--- config.mk ---
export PLATFORM = sky130hd
export DESIGN_NAME = inst_encoder
export DESIGN_NICKNAME = d
export VERILOG_FILES = /design/src/rtl/inst_encoder.sv
export SDC_FILE = /design/constraint.sdc
export NUM_CORES = 1
export LEC_CHECK = 0
export CAP_MARGIN = 40
export CORE_MARGIN = 2
export CORE_UTILIZATION = 30
export CTS_BUF_LIST = sky130_fd_sc_hd__clkbuf_8
export DETAILED_ROUTE_END_ITERATION = 10
export PLACE_DENSITY = 0.71
export SYNTH_ARGS = -nofsm -noshare
export SYNTH_HDL_FRONTEND = slang
export SYNTH_SLANG_ARGS = --single-unit
--- constraint.sdc ---
create_clock -name clk_i -period 2.2 [get_ports clk_i]
set_clock_uncertainty 0.05 [all_clocks]
set_input_delay 0.44 -clock clk_i [delete_from_list [all_inputs] [get_ports clk_i]]
set_output_delay 0.44 -clock clk_i [all_outputs]
set_load 0.02 [all_outputs]
--- src/rtl/inst_encoder.sv ---
// inst_encoder
// Sequential instruction encoder / program writer. Accepts decoded operation
// requests over a valid/ready handshake, packs each one into a 32-bit RV32
// R-type (0110011) or I-type (0010011) word and writes it to instruction
// memory at consecutive word addresses. On finish_i it writes a NOP
// terminator (addi x0,x0,0) and stops until reset.
//
// Ports:
//   clk_i, rst_i        clock (rising edge), async active-high reset
//   req_valid_i/ready_o request handshake
//   req_kind_i          0 = R-type, 1 = I-type
//   req_alu_i           0 and, 1 xor, 2 sll, 3 add/addi, 4 sub, 5 mul, 6 srai
//   req_rd_i/rs1_i/rs2_i register indices; req_imm_i I-type immediate
//   finish_i            level request for the terminator write
//   imem_we_o/addr_o/data_o  memory write port (byte address, word aligned)
//   count_o             words written, terminator included
//   full_o              only the terminator slot remains
//   err_o               sticky illegal-request flag
//   done_o              terminator written
module inst_encoder #(
  parameter int unsigned ADDR_W = 8,
  parameter int unsigned DEPTH  = 256
) (
  input  logic              clk_i,
  input  logic              rst_i,
  input  logic              req_valid_i,
  output logic              req_ready_o,
  input  logic              req_kind_i,
  input  logic [2:0]        req_alu_i,
  input  logic [4:0]        req_rd_i,
  input  logic [4:0]        req_rs1_i,
  input  logic [4:0]        req_rs2_i,
  input  logic [11:0]       req_imm_i,
  input  logic              finish_i,
  output logic              imem_we_o,
  output logic [ADDR_W+1:0] imem_addr_o,
  output logic [31:0]       imem_data_o,
  output logic [ADDR_W:0]   count_o,
  output logic              full_o,
  output logic              err_o,
  output logic              done_o
);

  typedef enum logic [1:0] {
    IDLE  = 2'd0,
    WRITE = 2'd1,
    DONE  = 2'd2
  } state_t;

  localparam logic [6:0]      OP_R      = 7'b0110011;
  localparam logic [6:0]      OP_I      = 7'b0010011;
  localparam logic [31:0]     NOP_WORD  = 32'h0000_0013;
  localparam logic [ADDR_W:0] LAST_SLOT = (ADDR_W+1)'(DEPTH - 1);

  state_t            state;
  logic [31:0]       word_q;
  logic              term_q;
  logic [ADDR_W:0]   count_q;
  logic [ADDR_W:0]   count_next;
  logic              full_q;
  logic              err_q;
  logic              done_q;

  logic              legal;
  logic [2:0]        funct3;
  logic [6:0]        funct7;
  logic [11:0]       imm_enc;
  logic [31:0]       enc_word;
  logic              handshake;

  // Field selection and legality for the incoming request.
  always_comb begin
    legal   = 1'b0;
    funct3  = '0;
    funct7  = '0;
    imm_enc = req_imm_i;
    if (!req_kind_i) begin
      legal = 1'b1;
      unique case (req_alu_i)
        3'd0: funct3 = 3'b111;
        3'd1: funct3 = 3'b100;
        3'd2: funct3 = 3'b001;
        3'd3: funct3 = 3'b000;
        3'd4: funct7 = 7'b0100000;
        3'd5: funct7 = 7'b0000001;
        default: legal = 1'b0;
      endcase
    end else begin
      unique case (req_alu_i)
        3'd3: legal = 1'b1;
        3'd6: begin
          legal   = 1'b1;
          funct3  = 3'b101;
          // srai carries its arithmetic-shift marker in the upper immediate bits.
          imm_enc = {7'b0100000, req_imm_i[4:0]};
        end
        default: legal = 1'b0;
      endcase
    end
    if (!req_kind_i)
      enc_word = {funct7, req_rs2_i, req_rs1_i, funct3, req_rd_i, OP_R};
    else
      enc_word = {imm_enc, req_rs1_i, funct3, req_rd_i, OP_I};
  end

  assign req_ready_o = (state == IDLE) && !full_q && !finish_i;
  assign handshake   = req_valid_i && req_ready_o;
  assign count_next  = count_q + (ADDR_W+1)'(1);

  // While a write is pending count_q < DEPTH <= 2^ADDR_W, so the low
  // ADDR_W bits are the whole word address.
  assign imem_we_o   = (state == WRITE);
  assign imem_addr_o = {count_q[ADDR_W-1:0], 2'b00};
  assign imem_data_o = word_q;
  assign count_o     = count_q;
  assign full_o      = full_q;
  assign err_o       = err_q;
  assign done_o      = done_q;

  always_ff @(posedge clk_i or posedge rst_i) begin
    if (rst_i) begin
      state   <= IDLE;
      word_q  <= '0;
      term_q  <= 1'b0;
      count_q <= '0;
      full_q  <= 1'b0;
      err_q   <= 1'b0;
      done_q  <= 1'b0;
    end else begin
      unique case (state)
        IDLE: begin
          // finish_i forces ready low, so it always beats a pending request.
          if (finish_i) begin
            word_q <= NOP_WORD;
            term_q <= 1'b1;
            state  <= WRITE;
          end else if (handshake) begin
            if (legal) begin
              word_q <= enc_word;
              term_q <= 1'b0;
              state  <= WRITE;
            end else begin
              err_q <= 1'b1;
            end
          end
        end
        WRITE: begin
          count_q <= count_next;
          full_q  <= (count_next == LAST_SLOT);
          if (term_q) begin
            done_q <= 1'b1;
            state  <= DONE;
          end else begin
            state <= IDLE;
          end
        end
        DONE: state <= DONE;
        default: state <= IDLE;
      endcase
    end
  end

endmodule

# After elaboration in Yosys (flattened, before gate mapping)
# Index checks and enable logic that the tools add are counted.
dict set report totals {
  reg_bits 47
  latchBits 0
  mem_bits_rw 0
  rom_bits 0
  input_bits 35
  output_inout_bits 56
  word_cells 56
  memories 0
}
dict set report op_classes {
  addsub 1
  mul 0
  div_mod_pow 0
  order_cmp 0
  eq_ne 11
  n_shift 0
  muxes 20
  bitwise 2
  n_reduce_logical 15
}
# cell n
set op_table {}
lappend op_table {{32-bit 2-to-1 mux} 4}
lappend op_table {{12-bit 2-to-1 mux} 1}
lappend op_table {{6-bit case mux with 2 select lines} 1}
lappend op_table {{9-bit by 1-bit adder with 9-bit output, second input constant} 1}
lappend op_table {{3-bit == test, second input constant} 3}
lappend op_table {{9-bit by 8-bit == test with 1-bit output, second input constant} 1}
lappend op_table {{3-bit case mux with 3 select lines} 1}
lappend op_table {{2-bit 2-to-1 mux} 4}
lappend op_table {{3-bit by 2-bit == test with 1-bit output, second input constant} 2}
lappend op_table {{1-bit 2-to-1 mux} 6}
lappend op_table {{3-bit 2-to-1 mux} 2}
lappend op_table {{3-bit inequality test, second input constant} 2}
lappend op_table {{2-bit case mux with 3 select lines} 1}
lappend op_table {{6-bit OR reduction} 1}
lappend op_table {{2-bit AND reduction} 2}
lappend op_table {{4-bit AND reduction} 1}
lappend op_table {{2-bit nonzero test} 2}
lappend op_table {{3-bit by 1-bit == test with 1-bit output, second input constant} 1}
lappend op_table {{1-bit logical AND} 3}
lappend op_table {{3-bit zero test} 1}
lappend op_table {{3-bit AND reduction} 1}
lappend op_table {{2-bit by 1-bit == test with 1-bit output, second input constant} 1}
lappend op_table {{2-bit == test, second input constant} 1}
lappend op_table {{1-bit zero test} 2}
lappend op_table {{other kinds (3)} 4}

# Depth between registers and ports, before layout
dict set report logic_depth {
  depth_word 8
  depth_mapped 7
  ltp_nobuf 6
}

# Worst setup path before layout
# No wires, ideal clock.
dict set report synth_timing {
  kind {input -> register}
  startpoint {input port finish_i}
  endpoint {register word_q[10] (netlist: imem_data_o[10])}
  setup_time_ns 0.066
  arrival_ns 1.682
  path_slack_ns 0.402
  path_stages 5
  path_buffers 1
  cell_sequence {nor4_2 > nand2_1 > a21oi_4 > buf_6 > a22o_1}
}
dict set report synth_via {
  elab_chain_cells 5
  word_cells_on_any_way 7
  classes_between {1 x mux; 6 x reduce/logical}
}
# element line
set synth_lines {}
lappend synth_lines {{from (decl)} 34} ;# input logic finish_i,
lappend synth_lines {{1-bit zero test} 106} ;# assign req_ready_o = (state == IDLE) && !full_q && !finish_i;
lappend synth_lines {{1-bit logical AND} 106}
lappend synth_lines {{1-bit logical AND} 107} ;# assign handshake = req_valid_i && req_ready_o;
lappend synth_lines {{2-bit nonzero test (no source line)} --}
lappend synth_lines {{3-bit AND reduction (no source line)} --}
lappend synth_lines {{to (signal assigned)} 139} ;# word_q <= enc_word;
lappend synth_lines {{to (decl)} 56} ;# logic [31:0] word_q;
# Several ways; a longest one is shown, not always the timed one.
# A chain may end at the register's enable or synchronous reset.

# Worst setup path after layout
dict set report layout_timing {
  startpoint {input port finish_i}
  endpoint {output port req_ready_o}
}
dict set report layout_via {
  elab_chain_cells 2
}
# element line
set layout_lines {}
lappend layout_lines {{1-bit zero test} 106}
lappend layout_lines {{1-bit logical AND} 106}
lappend layout_lines {{to (decl)} 27} ;# output logic req_ready_o,
# No other way between the ends.

==> impl_metrics.tcl <==
set metrics [dict create \
    core_region_area_um2 6422 \
    sequential_cell_area_um2 1051 \
    ir_worst_vdd_uv 498.0 \
    worst_reg2reg_path_startpoint "count_o[1]" \
    synth_area_leader_cell "sky130_fd_sc_hd__dfrtp_1" \
    gr-usage-all-layers_pct 13.48 \
    final.min_clock_period_ps 2093 \
    synth_edf_count 0 \
    timing.hold.worst.start "done_o" \
    vias 1659 \
    post-dp-hpwl_um 3517 \
    outcome "finished, violations left" \
    async_reset_ff_share_pct 100.0 \
    grt_setup_unrepaired "false" \
    clk_pin_slew_ps 80 \
    firstDrtPassIters 9 \
    timing_worst_slew_pin_value_ps 576.5 \
    initial_core_util_pct 31.25 \
    n_antenna_cell 0 \
    clkSinkCount 42 \
    worst_setup_path_start_kind "primary input" \
    grt_max_degree 43 \
    cellPowerDensity_nw_per_um2 1092 \
    failed_checks "DRC" \
    routedWlPerCell_um 14.32 \
    endpoint_kind "primary output" \
    final_critical_path_setup_slack_ps 106.8 \
    ios 91 \
    min_path_type "reg2reg" \
    crit_fanout 2 \
    synth.area.top_cells "sky130_fd_sc_hd__dfrtp_1 (52%), sky130_fd_sc_hd__a22o_1 (7.9%), sky130_fd_sc_hd__buf_4 (5.6%)" \
    fraction_of_layout_cells_with_a_size_suffix_above_1_pct 11.03 \
    num-nets-final 299 \
    synthToLayoutAreaGrowth_pct 51.00 \
    critical_path_arrival_ps 1600 \
    max_freq_ghz 0.4777 \
    globalplace.congestion 0.7989 \
    tritoncts_clock_tree "yes" \
    clock_insertion_delay_worst_skew_ps 290 \
    synth.avg_cell_area_um2 11.40 \
    layout_worst_path_cycle_share_pct 95.14 \
    synth_top_cell_area_share_pct 52.37 \
    die_height_um 85.79 \
    number_of_buffers_created_by_cts 5 \
    worstHoldPathCells 1 \
    postSynthCellCount 176 \
    number_of_antenna_violations_at_the_first_check_in_global_routing 0 \
    hold_ws_ps 425.7 \
    yosysWarnings 0 \
    fp-row-count 29 \
    seq_area_frac_synth_pct 52.37 \
    multi_input_comb_area_um2 765.7 \
    overflow 0 \
    ctsLongestPathBuffers 2 \
    timing.critical_path.required_ps 1710 \
    slew-limit-headroom_pct 61.31 \
    final_core_util_pct 47.18 \
    via_count_of_the_first_global_routing_pass 1648 \
    cp-startpoint "finish_i" \
    fill_cells 598 \
    drt-initial-drc-count 74 \
    number_of_violations_of_the_max_capacitance_limit 0 \
    place_worst_setup_slack_ps -180.4 \
    route.antenna.remaining_nets 0 \
    ys_seq_elements 42 \
    fp.dieW_um 85.79 \
    category_of_the_most_critical_setup_path "in2out" \
    die_area_um2 7360 \
    cts-root-buf "sky130_fd_sc_hd__clkbuf_8" \
    drc 8 \
    cts-htree-levels 2 \
    yosys_most_used_dff "sky130_fd_sc_hd__dfrtp_1" \
    yosys.cell_types.count 39 \
    port_buffers 85 \
    finalHoldViolations 0 \
    timing.final.max_slew_violations 0 \
    post_drt_via_cell_ratio 4.879 \
    first_pass_grt_wire_length_um 7900 \
    routed_wirelength_um 4868 \
    setup_violations 0 \
    worst_r2r_path_depth 5 \
    power.leakage_nw 1.332 \
    syn_area_um2 2007 \
]
[registers in the layout, indices dropped and copies added, names as in the netlist]
register and flops:
imem_data_o 27, state 2, full_o 1, err_o 1
done_o 1, count_o 9, term_q 1
[worst max-delay path, cell delays in order]
cell and delay [ps]:
sky130_fd_sc_hd__clkdlybuf4s50_1 450, sky130_fd_sc_hd__nor4_2 340, sky130_fd_sc_hd__dlygate4sd2_1 370
[layer usage]
| layer | global-route usage, % | routed length (um) | share of wire (%) |
|---|---|---|---|
| met1 | 17.85 | 2197 | 45 |
| met2 | 21.88 | 2362 | 49 |
| met3 | 4.042 | 293 | 6.0 |
| met4 | 3.030 | 15 | 0.31 |
| met5 | 0 | 0 | 0 |
[repair_timing]
action                                  4_1_cts  5_1_grt
resized for setup                             1        1
buffers inserted                              0        0
endpoints found under the setup margin        1        1
hold buffers                                  0        0
[cells in the final DEF, fill, tap and decap left out, types with 2 or more instances in the layout]
cell	instances
sky130_fd_sc_hd__a21oi_1	3
sky130_fd_sc_hd__a22o_1	18
sky130_fd_sc_hd__a31oi_1	2
sky130_fd_sc_hd__a32oi_1	2
sky130_fd_sc_hd__buf_12	2
sky130_fd_sc_hd__buf_4	11
sky130_fd_sc_hd__clkbuf_8	5
sky130_fd_sc_hd__clkdlybuf4s50_1	83
sky130_fd_sc_hd__clkinv_2	2
sky130_fd_sc_hd__conb_1	5
sky130_fd_sc_hd__dfrtp_1	42
sky130_fd_sc_hd__ha_1	2
sky130_fd_sc_hd__inv_1	7
sky130_fd_sc_hd__mux2i_1	5
sky130_fd_sc_hd__nand2_1	12
sky130_fd_sc_hd__nand2b_1	3
sky130_fd_sc_hd__nand3_1	2
sky130_fd_sc_hd__nand4_1	3
sky130_fd_sc_hd__nand4b_1	2
sky130_fd_sc_hd__nor2_1	6
sky130_fd_sc_hd__nor3_1	4
sky130_fd_sc_hd__o21ai_0	4
sky130_fd_sc_hd__o2bb2ai_1	8
sky130_fd_sc_hd__xnor2_1	6
sky130_fd_sc_hd__xor2_1	4
[cell usage after synthesis, types with 3 or more instances]
cell	count
sky130_fd_sc_hd__a22o_1	18
sky130_fd_sc_hd__dfrtp_1	42
sky130_fd_sc_hd__xnor2_1	6
sky130_fd_sc_hd__o2bb2ai_1	8
sky130_fd_sc_hd__nand4_1	3
sky130_fd_sc_hd__nand2b_1	3
sky130_fd_sc_hd__xor2_1	4
sky130_fd_sc_hd__buf_4	15
sky130_fd_sc_hd__buf_2	5
sky130_fd_sc_hd__a21oi_1	3
sky130_fd_sc_hd__inv_1	8
sky130_fd_sc_hd__nand2_1	12
sky130_fd_sc_hd__nor3_1	4
sky130_fd_sc_hd__mux2i_1	5
sky130_fd_sc_hd__nor2_1	6
sky130_fd_sc_hd__o21ai_0	4
sky130_fd_sc_hd__buf_6	3
[cells by family after synthesis]
family          share of synthesized area [%]
mux                                     2.494
xor+xnor                                4.364
simple gates                            10.35
compound gates                          18.77
flops                                   52.37
fa+ha+maj                               1.247
buf+inv                                 10.22
other cells                            0.1869
[power breakdown]
group          leakage (nW)  switching, mW  total [mW]  internal, mW
clock                0.0579          0.265       0.600         0.334
sequential            0.545          0.215        1.21         0.990
combinational         0.730          0.738        1.50         0.765
total                  1.33           1.22        3.31          2.09
[per-stage QoR]
stage | instances | setup TNS [ps] | power [mW] | cell area, um2
6_report | 340 | 0 | 3.308 | 3030
5_1_grt | 340 | 0 | 3.521 | 3030
4_1_cts | 340 | 0 | 3.357 | 3028
3_5_place_dp | 332 | -222.0 | 2.746 | 2920
3_3_place_gp | 332 | -118.3 | 2.721 | 2920
2_1_floorplan | 180 | 0 | 2.068 | 2022
[path summary, 6_finish.rpt]
path,end,slack (ps)
max,req_ready_o,110
min,done_o,430
max reg2reg,full_o,540
min reg2reg,done_o,430
max in group asynchronous,imem_data_o[22],1180
min in group asynchronous,imem_data_o[11],540
[final cells by class]
| cell class | instances | area share [%] |
|---|---|---|
| clock inverters | 3 | 1.321 |
| repair buffers | 98 | 32.16 |
| inverters | 9 | 1.115 |
| multi-input cells | 106 | 25.27 |
| clock buffers | 5 | 2.271 |
| well taps | 77 | 3.179 |
| flip-flops and latches | 42 | 34.68 |
(Power assumes the default switching activity.)
